===== config.mk =====
export PLATFORM = sky130hd
export DESIGN_NAME = strobe_monitor
export DESIGN_NICKNAME = d
export VERILOG_FILES = /design/src/rtl/strobe_pkg.sv /design/src/rtl/strobe_interval_timer.sv /design/src/rtl/strobe_monitor.sv
export SDC_FILE = /design/constraint.sdc
export NUM_CORES = 1
export LEC_CHECK = 0
export BUFFER_PORTS_ARGS = -buffer_cell sky130_fd_sc_hd__buf_2
export CAP_MARGIN = 40
export CORE_UTILIZATION = 41
export CTS_CLUSTER_DIAMETER = 30
export CTS_CLUSTER_SIZE = 12
export DETAILED_ROUTE_END_ITERATION = 8
export PLACE_DENSITY_LB_ADDON = 0.1
export SLEW_MARGIN = 0
export SYNTH_ARGS = -nofsm -noshare
export SYNTH_HDL_FRONTEND = slang
export SYNTH_SLANG_ARGS = --single-unit

===== constraint.sdc =====
create_clock -name i_clk -period 1.6 [get_ports i_clk]
set_clock_uncertainty 0.05 [all_clocks]
set_input_delay 0.24 -clock i_clk [delete_from_list [all_inputs] [get_ports i_clk]]
set_output_delay 0.24 -clock i_clk [all_outputs]
set_load 0.01 [all_outputs]

===== src/rtl/strobe_pkg.sv =====
// strobe_pkg: monitor FSM state type and the period/tolerance range checks shared by the strobe monitor files
package strobe_pkg;
  typedef enum logic [1:0] {IDLE, ACQUIRE, LOCKED} strobe_mon_state_t;
  function automatic logic div_ok(input int div);
    return div >= 2;
  endfunction
  function automatic logic tol_ok(input int div, input int tol);
    return tol >= 0 && tol <= div - 1;
  endfunction
  function automatic logic lock_ok(input int lock_count);
    return lock_count >= 1;
  endfunction
  function automatic logic is_early(input int interval, input int div, input int tol);
    return interval < div - tol;
  endfunction
  function automatic logic in_window(input int interval, input int div, input int tol);
    return interval >= div - tol && interval <= div + tol;
  endfunction
endpackage


===== src/rtl/strobe_interval_timer.sv =====
// strobe_interval_timer: saturating cycles-since-strobe counter, interval on a strobe cycle, one-shot timeout
module strobe_interval_timer
  import strobe_pkg::*;
#(
  parameter int DIV = 10,
  parameter int TOL = 1,
  parameter int CW  = $clog2(DIV + TOL + 2)
) (
  input  logic          i_clk,
  input  logic          i_reset,
  input  logic          i_strobe,
  output logic [CW-1:0] o_interval,
  output logic          o_timeout,
  output logic          o_timed_out
);
  localparam logic [CW-1:0] CNT_MAX = CW'(DIV + TOL);
  logic [CW-1:0] cnt;
  assign o_interval = cnt + CW'(1);
  assign o_timeout  = (cnt == CNT_MAX) && !o_timed_out;
  // count cycles since the last strobe, stick at the limit, and remember a timeout until the next strobe
  always_ff @(posedge i_clk)
    if (i_reset) begin
      cnt         <= '0;
      o_timed_out <= 1'b0;
    end else begin
      cnt         <= i_strobe ? '0 : (cnt == CNT_MAX ? cnt : cnt + CW'(1));
      o_timed_out <= !i_strobe && (o_timed_out || o_timeout);
    end
endmodule


===== src/rtl/strobe_monitor.sv =====
// strobe_monitor: grades strobe intervals early/good/late and locks after LOCK_COUNT good ones; STROBE_MONITOR_PERIOD_EN adds o_period
module strobe_monitor
  import strobe_pkg::*;
#(
  parameter int  DIV        = 10,
  parameter int  TOL        = 1,
  parameter int  LOCK_COUNT = 3,
  localparam int CW         = $clog2(DIV + TOL + 2)
) (
  input  logic          i_clk,
  input  logic          i_reset,
  input  logic          i_strobe,
  output logic          o_locked,
  output logic          o_early,
`ifdef STROBE_MONITOR_PERIOD_EN
  output logic          o_late,
  output logic [CW-1:0] o_period
`else
  output logic          o_late
`endif
);
  localparam int GW = $clog2(LOCK_COUNT + 1);
  localparam logic [GW-1:0] GOOD_MAX = GW'(LOCK_COUNT);
  if (!div_ok(DIV)) begin : g_div_err
    $error("strobe_monitor: DIV must be >= 2");
  end
  if (!tol_ok(DIV, TOL)) begin : g_tol_err
    $error("strobe_monitor: TOL must be in 0..DIV-1");
  end
  if (!lock_ok(LOCK_COUNT)) begin : g_lock_err
    $error("strobe_monitor: LOCK_COUNT must be >= 1");
  end
  strobe_mon_state_t state;
  logic [GW-1:0] good_cnt;
  logic [GW-1:0] good_inc;
  logic [CW-1:0] interval;
  logic timeout;
  logic timed_out;
  logic early;
  logic good;
  strobe_interval_timer #(.DIV(DIV), .TOL(TOL), .CW(CW)) u_timer (
    .i_clk       (i_clk),
    .i_reset     (i_reset),
    .i_strobe    (i_strobe),
    .o_interval  (interval),
    .o_timeout   (timeout),
    .o_timed_out (timed_out)
  );
  assign early    = is_early(int'(interval), DIV, TOL);
  assign good     = in_window(int'(interval), DIV, TOL);
  assign good_inc = (good_cnt == GOOD_MAX) ? good_cnt : good_cnt + GW'(1);
  // lock FSM: timeout outranks a coincident strobe; a strobe after a timeout is only a new reference
  always_ff @(posedge i_clk)
    if (i_reset) begin
      state    <= IDLE;
      good_cnt <= '0;
      o_locked <= 1'b0;
      o_early  <= 1'b0;
      o_late   <= 1'b0;
    end else begin
      o_early <= 1'b0;
      o_late  <= 1'b0;
      if (state == IDLE) begin
        if (i_strobe) begin
          state    <= ACQUIRE;
          good_cnt <= '0;
        end
      end else if (timeout) begin
        state    <= ACQUIRE;
        good_cnt <= '0;
        o_late   <= 1'b1;
        o_locked <= 1'b0;
      end else if (i_strobe && !timed_out) begin
        if (early) begin
          state    <= ACQUIRE;
          good_cnt <= '0;
          o_early  <= 1'b1;
          o_locked <= 1'b0;
        end else if (good) begin
          good_cnt <= good_inc;
          if (good_inc == GOOD_MAX) begin
            state    <= LOCKED;
            o_locked <= 1'b1;
          end
        end
      end
    end
`ifdef STROBE_MONITOR_PERIOD_EN
  logic graded;
  assign graded = (state != IDLE) && (timeout || (i_strobe && !timed_out));
  // last measured interval; a timeout records DIV+TOL+1
  always_ff @(posedge i_clk)
    o_period <= i_reset ? '0 : (graded ? interval : o_period);
`endif
`ifdef FORMAL
  logic past_valid;
  logic strobe_d;
  logic gap_late;
  logic locked_d;
  logic lost_once;
  // bookkeeping for the properties: late already reported in this gap, lock lost at least once
  always_ff @(posedge i_clk) begin
    past_valid <= !i_reset;
    strobe_d   <= i_strobe && !i_reset;
    gap_late   <= i_reset ? 1'b0 : (o_late ? !strobe_d : (strobe_d ? 1'b0 : gap_late));
    locked_d   <= o_locked;
    lost_once  <= i_reset ? 1'b0 : (lost_once || (locked_d && !o_locked));
  end
  a_no_early_late: assert property (@(posedge i_clk) disable iff (i_reset || !past_valid) !(o_early && o_late));
  a_late_once:     assert property (@(posedge i_clk) disable iff (i_reset || !past_valid) o_late |-> !gap_late);
  a_lock_good:     assert property (@(posedge i_clk) disable iff (i_reset || !past_valid) o_locked |-> good_cnt == GOOD_MAX);
  c_lock:          cover property (@(posedge i_clk) disable iff (i_reset) !locked_d && o_locked);
  c_relock:        cover property (@(posedge i_clk) disable iff (i_reset) lost_once && !locked_d && o_locked);
`endif
endmodule


### After elaboration in Yosys (flattened, before gate mapping)

Index checks and enable logic that the tools add are counted.

| storage, ports and cells | value |
|---|---|
| register bits | 12 |

| operators by class | value |
|---|---|
| $lt $le $gt $ge | 3 |
| reductions and logical operators | 20 |
| bitwise gates (word level) | 2 |
| multiplexer cells | 21 |
| $add $sub $neg | 2 |
| equal/unequal tests | 4 |

Operators with widths:

| operator | number |
|---|---|
| 2-bit two-way mux | 14 |
| 3-bit nonzero test | 3 |
| 4-bit AND reduction | 2 |
| 4-bit nonzero test | 2 |
| 1-bit two-way mux | 7 |
| 4-bit by 1-bit adder with 4-bit output, second input constant | 1 |
| 2-bit equality test, second input constant | 2 |
| 4-bit equality test, second input constant | 1 |
| 4-bit >= comparator, second input constant | 1 |
| 4-bit <= comparator, second input constant | 1 |
| 1-bit logical AND | 4 |
| 4-bit < comparator, second input constant | 1 |
| 2-bit OR reduction | 2 |
| 4-bit OR reduction | 1 |
| 3-bit AND reduction | 1 |
| 2-bit by 1-bit adder with 2-bit output, second input constant | 1 |
| 1-bit zero test | 2 |
| 2-bit zero test | 1 |
| 2-bit != test, second input constant | 1 |
| 1-bit NOT | 2 |
| 2-bit nonzero test | 1 |
| 1-bit logical OR | 1 |

### Depth between registers and ports, before layout

Gate-level depths: netlist of run 1.

| logic depth | value |
|---|---|
| word-level depth | 9 |
| gate-level depth with buffers | 6 |
| depth with buffers taken out | 6 |

### By module

From an unflattened synthesis of run 1, not the netlist that was laid out.

| second synthesis, totals | value |
|---|---|
| cells, all modules | 60 |
| area, all modules | 594.3 sq um |

Modules (own cells, without submodules):

| module | area an instance (sq um) | times used | sequential area each (sq um) | cells each |
|---|---|---|---|---|
| strobe_monitor | 332.8 | 1 | 140.1 | 35 |
| strobe_interval_timer | 261.5 | 1 | 100.1 | 25 |

### Worst setup path after synthesis of run 1

No wires, ideal clock.

| timing path | value |
|---|---|
| kind | reg-to-reg |
| from | reg u_timer.cnt[0] |
| to | reg good_cnt[0] |
| data required time | 1449 ps |
| stages on the path, launching flop included | 7 |
| arrival time | 1479 ps |
| period minus slack after synthesis | 1630 ps |
| setup slack | -30 ps |
| buffers on the path | 1 |
| library setup time | 101 ps |
| cell sequence | dfxtp_1 -> ha_1 -> buf_2 -> nand3b_4 -> o21bai_2 -> nand3_1 -> o41ai_1 |

| on the way | value |
|---|---|
| word-level cells in the longest chain between the ends | 6 |
| elaborated cells on any way between the ends | 14 |
| those cells by class | add/sub (1); order compare (3); eq/ne (1); mux (4); reduce/logical (5) |

Ends and longest elaborated chain:

| element | line | RTL |
|---|---|---|
| from (decl) | strobe_interval_timer.sv:17 | `logic [CW-1:0] cnt;` |
| from (signal assigned) | strobe_interval_timer.sv:26 | `cnt <= i_strobe ? '0 : (cnt == CNT_MAX ? cnt : cnt + CW'(1));` |
| 4-bit by 1-bit adder with 4-bit output | strobe_interval_timer.sv:18 | `assign o_interval = cnt + CW'(1);` |
| 4-bit < comparator | strobe_pkg.sv:14 | `return interval < div - tol;` |
| 2-bit two-way mux | strobe_monitor.sv:74 | `if (early) begin` |
| 2-bit two-way mux | strobe_monitor.sv:73 | `end else if (i_strobe && !timed_out) begin` |
| 2-bit two-way mux | strobe_monitor.sv:68 | `end else if (timeout) begin` |
| 2-bit two-way mux | strobe_monitor.sv:63 | `if (state == IDLE) begin` |
| to (signal assigned) | strobe_monitor.sv:80 | `good_cnt <= good_inc;` |
| to (decl) | strobe_monitor.sv:34 | `logic [GW-1:0] good_cnt;` |

Parallel ways exist; a longest one is shown, timed or not. The select of a mux whose other input is x is not followed.
A chain may end at the register's enable or synchronous reset.

### Worst setup path in the final report of run 1

Ends and elaborated chain as after synthesis.

==> impl_metrics.yaml, run 1 <==
grt:
  top_usage_layer: "met1"
  grt_pass1_wl_um: 2570
  antenna_found_initial: 0
  grt.met3_usage_pct: 5.11
  grt_pass1_vias: 552
  grtUsageTotal_pct: 18.6
  grt_start_max_net_pins: 14
  grt.met2_usage_pct: 25.5
  gr-total-overflow: 0
  use_met1_pct: 27.0
clocking:
  insertion_delay_ps: 270
  clkTransAtPathRegs_ps: 80
  cts_tree: "yes"
  cts.sinks: 12
  h-tree-depth: 1
  cts_buffers: 3
  root_buffer: "clkbuf_4"
  postCtsHoldBufs: 0
  clockBufferDepth: 2
synth:
  async_flop_share_pct: 0
  syn-cell-area_um2: 683
  synthesis.nets: 82
  synth_area_leaders: "dfxtp_1 35%, inv_1 3.8%, a21oi_1 3.7%"
  synth_common_cells: "12 x dfxtp_1, 7 x inv_1, 5 x a21oi_1, 5 x nor2_1, 4 x nor3_1"
  ys_ff_latch: 12
  yosysMostFrequentCell: "dfxtp_1"
  ys_warn_count: 0
  syn_area_per_cell_um2: 8.87
  synth_edf_count: 0
  synth_top_cell_by_area: "dfxtp_1"
  synth_seq_area_share_pct: 35.2
  synth_top_area_share_pct: 35.2
  netlist_instances: 77
  synth_cell_types: 39
  ys.flop_type: "dfxtp_1"
layout:
  multi_input_area_um2: 410
  final_area_um2: 828
  fill_cells: 144
  nets: 96
  insertedDiodeCount: 0
  ff_latch_area_um2: 243
  syn2layout_area_growth_pct: 21.2
  layout-drive-gt1-share_pct: 30.0
job:
  drv_cap: 0
timing:
  timing.final.crit_share_pct: 95.8
  fin_crit_ps: 1530
  slew_viol_final: 0
  slew_headroom_pct: 75.8
  setup_viol: 0
  max_freq_ghz: 0.652
  rsz0062_at_grt: "false"
  fin_setup_tns_ps: 0
  worst_pin_slew_ps: 363
  finalHoldViolCount: 0
route:
  route.vias.total: 605
  firstDrtPassIters: 4
  via_per_inst: 5.71
  route.detailed.drc: 0
  drtIter0Drc: 10
  ant_nets: 0
  post_drt_wl_per_cell_um: 14.0
  drt_wl_total_um: 1480
pwr:
  p_seq_share_pct: 50.5
  p_clk_share_pct: 40.1
  switching_share_pct: 24.1
  p_int_mw: 0.467
  power_switching_mw: 0.148
  cellLeakagePower_nw: 0.330
  power_frac_comb_pct: 9.4
  ir_worst_vdd_mv: 0.385
  cellPowerDensity_mw_per_mm2: 742
placement:
  gp_congestion: 0.834
  dpl_cell_area_um2: 763
  post-dp-hpwl_um: 1050
  port-buffer-count: 5
critical_path:
  crit_required_ps: 1720
  r2r_start: "u_timer.cnt[0]$_SDFFE_PP0P_"
  crit_path_start_kind: "flop"
  path_class: "flop to flop"
  critPathArrivalTime_ps: 1660
  path_max_fanout: 4
  cp-end-kind: "flop"
  startpoint: "u_timer.cnt[0]$_SDFFE_PP0P_"
floorplanning:
  start_util_pct: 44.8
  coreArea_mm2: 0.00152
  rows: 14
  fp.dieH_um: 42.8
  die-area_mm2: 0.00183
  io_pins: 6
  die_w_um: 42.8
min_path:
  hold_path_class: "primary input to flop"
  holdCritStartpoint: "i_strobe"
status:
  status: "complete, no violations"
==> layer usage <==
metal | wire length (um) | part of all wire, %
met1 | 795 | 54
met2 | 642 | 43
met3 | 32 | 2.2
met4 | 9 | 0.61
met5 | 0 | 0
==> logic make-up (layout without fill, tap and decap cells) <==
| kind of cell | after synthesis | after routing | synth area share, % |
|---|---|---|---|
| AO/OA/AOI/OAI | 25 | 25 | 27.3 |
| XOR/XNOR | 2 | 2 | 2.56 |
| adder cells (fa/ha/maj) | 2 | 2 | 3.66 |
| buffers and inverters | 12 | 25 | 9.89 |
| flip-flops | 12 | 12 | 35.2 |
| AND/OR/NAND/NOR | 24 | 24 | 21.4 |
==> power by group through the flow <==
stage               registers [mW]  logic (mW)  clock network [mW]
detailed placement           0.315      0.0542                   0
floorplan                    0.317      0.0377                   0
CTS                          0.309      0.0540               0.252
finish                       0.311      0.0577               0.246
global placement             0.315      0.0538                   0
global route                 0.312      0.0638               0.267
==> cell usage in the layout, fill, tap and decap left out, types with 2 or more instances in the layout <==
master      n
o21ai_0     3
clkbuf_4    3
buf_4       9
o2111ai_1   2
a21oi_1     5
inv_1       7
buf_2       5
nor2b_1     2
nor2_1      4
dfxtp_2     2
nor3_1      4
a211oi_1    3
dfxtp_1    10
nand3_1     3
o22ai_1     2
==> what timing repair did <==
action | CTS | global route
gates resized for setup | 1 | 6
cloned | 0 | 0
buffers inserted | 0 | 0
setup endpoints to repair | 2 | 4
pin swaps | 0 | 4
==> sequential cells by signal, summed over array words and instances, names as in the netlist <==
signal and cells:
state 2, u_timer.cnt 4, o_locked 1, o_early 1, good_cnt 2, o_late 1
u_timer.o_timed_out 1
==> worst paths after layout <==
kind	cells past startpoint	endpoint	slack, ps
setup / recovery	5	good_cnt[0]$_SDFFE_PP0P_	70
hold / removal	2	u_timer.cnt[0]$_SDFFE_PP0P_	230
setup reg to reg	5	good_cnt[0]$_SDFFE_PP0P_	70
hold reg to reg	2	o_locked$_SDFFE_PP0P_	420
==> critical path, stage by stage (launching register included) <==
cell and delay [ps]:
dfxtp_2 350, ha_4 170, or2b_1 230, a211o_1 290, a311o_1 280, o41ai_1 60
==> layout make-up <==
class	instances	share of cell area [%]
Inverter	7	3.17
Multi-Input combinational cell	53	49.5
Clock buffer	4	4.38
Timing Repair Buffer	14	11.2
Sequential cell	12	29.3
Tap cell	16	2.42
==> through the flow <==
stage	hold WS (ps)	worst slack [ps]	total power, mW	utilization [%]	cells
floorplan	294	35.5	0.355	-	77
CTS	218	8.57	0.615	52.6	106
global route	235	10.8	0.642	54.4	106
detailed placement	410	-26.7	0.370	50.1	102
global placement	408	5.97	0.369	50.1	102
finish	233	66.9	0.615	54.4	106
No activity file was read; power rests on OpenSTA's default activity.
==> run 2, diff against run 1 <==
--- a/config.mk
+++ b/config.mk
@@ -7,11 +7,14 @@
 export LEC_CHECK = 0
 export BUFFER_PORTS_ARGS = -buffer_cell sky130_fd_sc_hd__buf_2
 export CAP_MARGIN = 40
-export CORE_UTILIZATION = 41
+export CELL_PAD_IN_SITES_DETAIL_PLACEMENT = 1
+export CELL_PAD_IN_SITES_GLOBAL_PLACEMENT = 1
+export CORE_UTILIZATION = 38
 export CTS_CLUSTER_DIAMETER = 30
 export CTS_CLUSTER_SIZE = 12
 export DETAILED_ROUTE_END_ITERATION = 8
 export PLACE_DENSITY_LB_ADDON = 0.1
+export SETUP_SLACK_MARGIN = 0.1
 export SLEW_MARGIN = 0
 export SYNTH_ARGS = -nofsm -noshare
 export SYNTH_HDL_FRONTEND = slang
==> run 2 against run 1 <==
Against the previous run: utilization rose by 0.44 points; sequential cell count unchanged; fmax is 0.90% lower; largest power group unchanged.
==> impl_metrics.yaml, run 2 (same netlist as run 1, synthesis figures left out) <==
timing:
  fin_setup_tns_ps: 0
  slew_viol_final: 0
  finalHoldViolCount: 0
  max_freq_ghz: 0.646
  fin_crit_ps: 1550
  rsz0062_at_grt: "true"
  timing.final.crit_share_pct: 96.7
  setup_viol: 0
  worst_pin_slew_ps: 527
  whs_ps: 218
  slew_headroom_pct: 64.5
clocking:
  clkTransAtPathRegs_ps: 80
  clockBufferDepth: 2
  postCtsHoldBufs: 0
  insertion_delay_ps: 280
  h-tree-depth: 1
  cts_tree: "yes"
  root_buffer: "clkbuf_4"
  cts_buffers: 3
  cts.sinks: 12
floorplanning:
  io_pins: 6
  coreArea_mm2: 0.00159
  fp.dieH_um: 44.4
  rows: 14
  start_util_pct: 42.9
  die-area_mm2: 0.00197
  die_w_um: 44.4
layout:
  largest_registers: "u_timer.cnt (4), good_cnt (2), state (2)"
  mostFrequentLayoutCells: "9 x dfxtp_1, 7 x buf_4, 6 x inv_1"
  ff_latch_area_um2: 246
  layout-drive-gt1-share_pct: 39.3
  regMostFlops: "u_timer.cnt"
  largest_register_ffs: 4
  final_common_cell: "dfxtp_1"
  multi_input_area_um2: 445
  nets: 95
  stdcell_count: 113
  syn2layout_area_growth_pct: 27.8
  postLayoutCoreUtil_pct: 54.8
  fill_cells: 188
  insertedDiodeCount: 0
pwr:
  cellLeakagePower_nw: 0.336
  ir_worst_vdd_mv: 0.422
  power_frac_comb_pct: 10.1
  p_int_mw: 0.468
  switching_share_pct: 24.8
  cellPowerDensity_mw_per_mm2: 713
  p_clk_share_pct: 40.2
  power_switching_mw: 0.154
  p_seq_share_pct: 49.7
critical_path:
  slowest_stage: "dfxtp_4"
  path_max_fanout: 5
  path_class: "flop to flop"
  path_cells: "ha_4 > or2b_1 > a211o_1 > a311o_1 > o41ai_2"
  crit_required_ps: 1740
  max_stage_delay_ps: 360
  critPathArrivalTime_ps: 1690
  cp-end-kind: "flop"
  crit_path_start_kind: "flop"
job:
  drv_cap: 0
status:
  status: "complete, no violations"
grt:
  antenna_found_initial: 0
  grt_start_max_net_pins: 14
  grt_pass1_wl_um: 2860
  gr-total-overflow: 0
  grt_pass1_vias: 619
  grtUsageTotal_pct: 20.1
placement:
  port-buffer-count: 5
  dp_cells: 107
  gp_congestion: 0.787
  post-dp-hpwl_um: 1150
route:
  drt_wl_total_um: 1720
  post_drt_wl_per_cell_um: 15.2
  drtIter0Drc: 9
  via_per_inst: 5.54
  route.detailed.drc: 0
  route.vias.total: 626
  ant_nets: 0
  firstDrtPassIters: 2
min_path:
  hold_path_class: "primary input to flop"
==> run 2: power by group through the flow <==
stage	clock (mW)	combinational (mW)	sequential [mW]
floorplan	0	0.0380	0.318
global placement	0	0.0546	0.316
detailed placement	0	0.0555	0.316
CTS	0.257	0.0579	0.309
global route	0.269	0.0698	0.310
finish	0.250	0.0630	0.309
==> run 2: metal layers <==
metal,up-vias,wire length [um],share of wire (%),track usage (%)
met5,-,0,0,0
met4,0,31,1.8,10.9
met3,5,33,1.9,2.45
met2,8,828,48,31.5
met1,301,831,48,26.8
li1,312,-,-,-
==> run 2: final timing paths <==
check,start,to,slack (ps),cells past startpoint
max,u_timer.cnt[0]$_SDFFE_PP0P_,good_cnt[0]$_SDFFE_PP0P_,50,5
min reg2reg,o_locked$_SDFFE_PP0P_,o_locked$_SDFFE_PP0P_,420,2
min,i_strobe,u_timer.cnt[0]$_SDFFE_PP0P_,220,2
max reg2reg,u_timer.cnt[0]$_SDFFE_PP0P_,good_cnt[0]$_SDFFE_PP0P_,50,5
==> run 2: cell type report <==
| cell class | instances | area share, % |
|---|---|---|
| tap | 24 | 3.44 |
| clock buffer | 4 | 4.15 |
| inverter | 7 | 3.01 |
| timing repair buffer | 13 | 10.2 |
| multi-input combinational | 53 | 51.0 |
| sequential | 12 | 28.2 |
==> run 2: critical path: cells and delay by family, from the launching register on <==
family,cells,cell delay (ps)
compound gates,3,620
fa+ha+maj,1,180
flops,1,360
simple gates,1,250
==> run 2: repair_timing <==
item,CTS,global route
buffers inserted,1,1
pin swaps,3,4
setup endpoints to repair,5,5
gates resized for setup,4,10
cloned,0,0
==> run 2: stage by stage <==
stage          setup slack, ps  area (um^2)  total power [mW]
2_1_floorplan             84.2          711             0.356
3_3_place_gp              76.8          767             0.370
3_5_place_dp              41.8          767             0.371
4_1_cts                   78.3          821             0.624
5_1_grt                   10.5          873             0.649
6_report                  52.9          873             0.622
==> run 3, diff against run 2 <==
--- a/config.mk
+++ b/config.mk
@@ -13,7 +13,7 @@
 export CTS_CLUSTER_DIAMETER = 30
 export CTS_CLUSTER_SIZE = 12
 export DETAILED_ROUTE_END_ITERATION = 8
-export PLACE_DENSITY_LB_ADDON = 0.1
+export PLACE_DENSITY = 0.78
 export SETUP_SLACK_MARGIN = 0.1
 export SLEW_MARGIN = 0
 export SYNTH_ARGS = -nofsm -noshare
==> run 3 against run 2 <==
Against the previous run: non-clock buffer count shrank 1; sequential cell count is the same; global-route usage grew 0.68 points; combinational power shrank 1%; die area is the same; utilization shrank 0.71 points; wire length shrank 0.75%; first-iteration DRC count shrank 22%; critical endpoint unchanged; clock-buffer cell count is the same; critical path depth is the same.
==> impl_metrics.yaml, run 3 (same netlist as run 1, synthesis figures left out) <==
route:
  drt_wl_total_um: 1710
  drtIter0Drc: 7
  firstDrtPassIters: 4
  route.vias.total: 632
  post_drt_wl_per_cell_um: 15.3
  route.detailed.drc: 0
  via_per_inst: 5.64
  ant_nets: 0
timing:
  fin_crit_ps: 1540
  slew_viol_final: 0
  finalHoldViolCount: 0
  timing.final.crit_share_pct: 96.3
  slew_headroom_pct: 66.4
  max_freq_ghz: 0.649
  setup_viol: 0
  worst_pin_slew_ps: 499
  rsz0062_at_grt: "true"
floorplanning:
  io_pins: 6
  fp.dieH_um: 44.4
  coreArea_mm2: 0.00159
  rows: 14
  die-area_mm2: 0.00197
  start_util_pct: 42.9
  die_w_um: 44.4
clocking:
  clkTransAtPathRegs_ps: 80
  clockBufferDepth: 2
  h-tree-depth: 1
  cts_tree: "yes"
  insertion_delay_ps: 280
  cts.sinks: 12
  root_buffer: "clkbuf_4"
  cts_buffers: 3
  postCtsHoldBufs: 0
pwr:
  power.total_mw: 0.619
  cellPowerDensity_mw_per_mm2: 718
  ir_worst_vdd_mv: 0.534
  cellLeakagePower_nw: 0.332
critical_path:
  path_buf_inv: 0
  max_stage_delay_ps: 370
  critical-path-top-delay-family: "compound AO/OA/AOI/OAI gates"
  cp-end-kind: "flop"
  slowest_stage: "dfxtp_4"
  path_class: "flop to flop"
  crit_path_start_kind: "flop"
  worstRegToRegCells: 5
  crit_required_ps: 1730
  path_cells: "ha_4 > or2b_1 > a211o_1 > a311o_1 > o41ai_2"
  critPathArrivalTime_ps: 1670
  cp_num_cells: 5
  path_max_fanout: 5
layout:
  syn2layout_area_growth_pct: 26.2
  largest_registers: "u_timer.cnt (4), good_cnt (2), state (2)"
  final_common_cell: "dfxtp_1"
  insertedDiodeCount: 0
  regMostFlops: "u_timer.cnt"
  mostFrequentLayoutCells: "10 x dfxtp_1, 7 x inv_1, 5 x buf_2, 5 x buf_4"
  nets: 94
  fill_cells: 193
  layout-drive-gt1-share_pct: 34.1
  largest_register_ffs: 4
  postLayoutCoreUtil_pct: 54.1
grt:
  grtUsageTotal_pct: 20.8
  grt.met2_usage_pct: 32.9
  grt_start_max_net_pins: 14
  grt_pass1_wl_um: 2930
  grt.met3_usage_pct: 4.90
  top_usage_layer: "met2"
  gr-total-overflow: 0
  use_met1_pct: 26.8
  grt_pass1_vias: 627
  antenna_found_initial: 0
min_path:
  hold_path_class: "primary input to flop"
  holdPathStages: 2
job:
  drv_cap: 0
placement:
  gp_congestion: 0.756
  port-buffer-count: 5
  post-dp-hpwl_um: 1220
status:
  status: "complete, no violations"
==> run 3: changes by cell type in the layout (fill, tap and decap cells not counted) <==
| cell | change |
|---|---|
| dfxtp_2 | -2 |
| buf_6 | +1 |
| inv_2 | -1 |
| a2111oi_2 | -1 |
| ha_2 | -1 |
| ha_1 | +1 |
| dfxtp_1 | +1 |
| inv_1 | +1 |
| dfxtp_4 | +1 |
| buf_4 | -2 |
| a2111oi_0 | +1 |
==> run 3: area by class of cell <==
class	instances	area, um^2	share of cell area [%]
flip-flops and latches	12	248	28.7
multi-input cells	53	437	50.7
well taps	24	30.0	3.48
clock buffers	4	36.3	4.21
inverters	7	26.3	3.05
repair buffers	12	85.1	9.87
==> run 3: where the power goes <==
part | leakage, nW | internal, mW | switching (mW)
combinational | 0.212 | 0.0254 | 0.0369
sequential | 0.0988 | 0.303 | 0.00595
clock | 0.0210 | 0.138 | 0.110
total | 0.332 | 0.467 | 0.152
==> run 3: path summary, 6_finish.rpt <==
kind	start	end	slack, ps
max	u_timer.cnt[1]$_SDFFE_PP0P_	good_cnt[0]$_SDFFE_PP0P_	60
min	i_strobe	u_timer.cnt[0]$_SDFFE_PP0P_	220
max reg2reg	u_timer.cnt[1]$_SDFFE_PP0P_	good_cnt[0]$_SDFFE_PP0P_	60
min reg2reg	o_locked$_SDFFE_PP0P_	o_locked$_SDFFE_PP0P_	410
==> run 3: metal layers <==
| layer | vias to the layer above | share of wire, % | wire length, um |
|---|---|---|---|
| met5 | - | 0 | 0 |
| li1 | 306 | - | - |
| met4 | 0 | 1.6 | 27 |
| met2 | 9 | 47 | 812 |
| met1 | 313 | 49 | 832 |
| met3 | 4 | 2.2 | 37 |
==> run 3: per-stage QoR <==
stage	TNS (ps)	setup WS, ps	hold slack (ps)	instances	area [um^2]
6_report	0	59.8	217	112	862
3_3_place_gp	0	79.3	409	106	759
3_5_place_dp	0	27.9	410	106	759
4_1_cts	0	61.3	207	110	817
5_1_grt	-4.26	-4.26	225	112	862
2_1_floorplan	0	84.2	294	77	711
==> run 3: repair_timing <==
item / in CTS / in global routing
setup endpoints to repair: 6 / 6
pin swaps: 2 / 4
cloned: 0 / 0
gates resized for setup: 5 / 6
setup buffers: 0 / 2
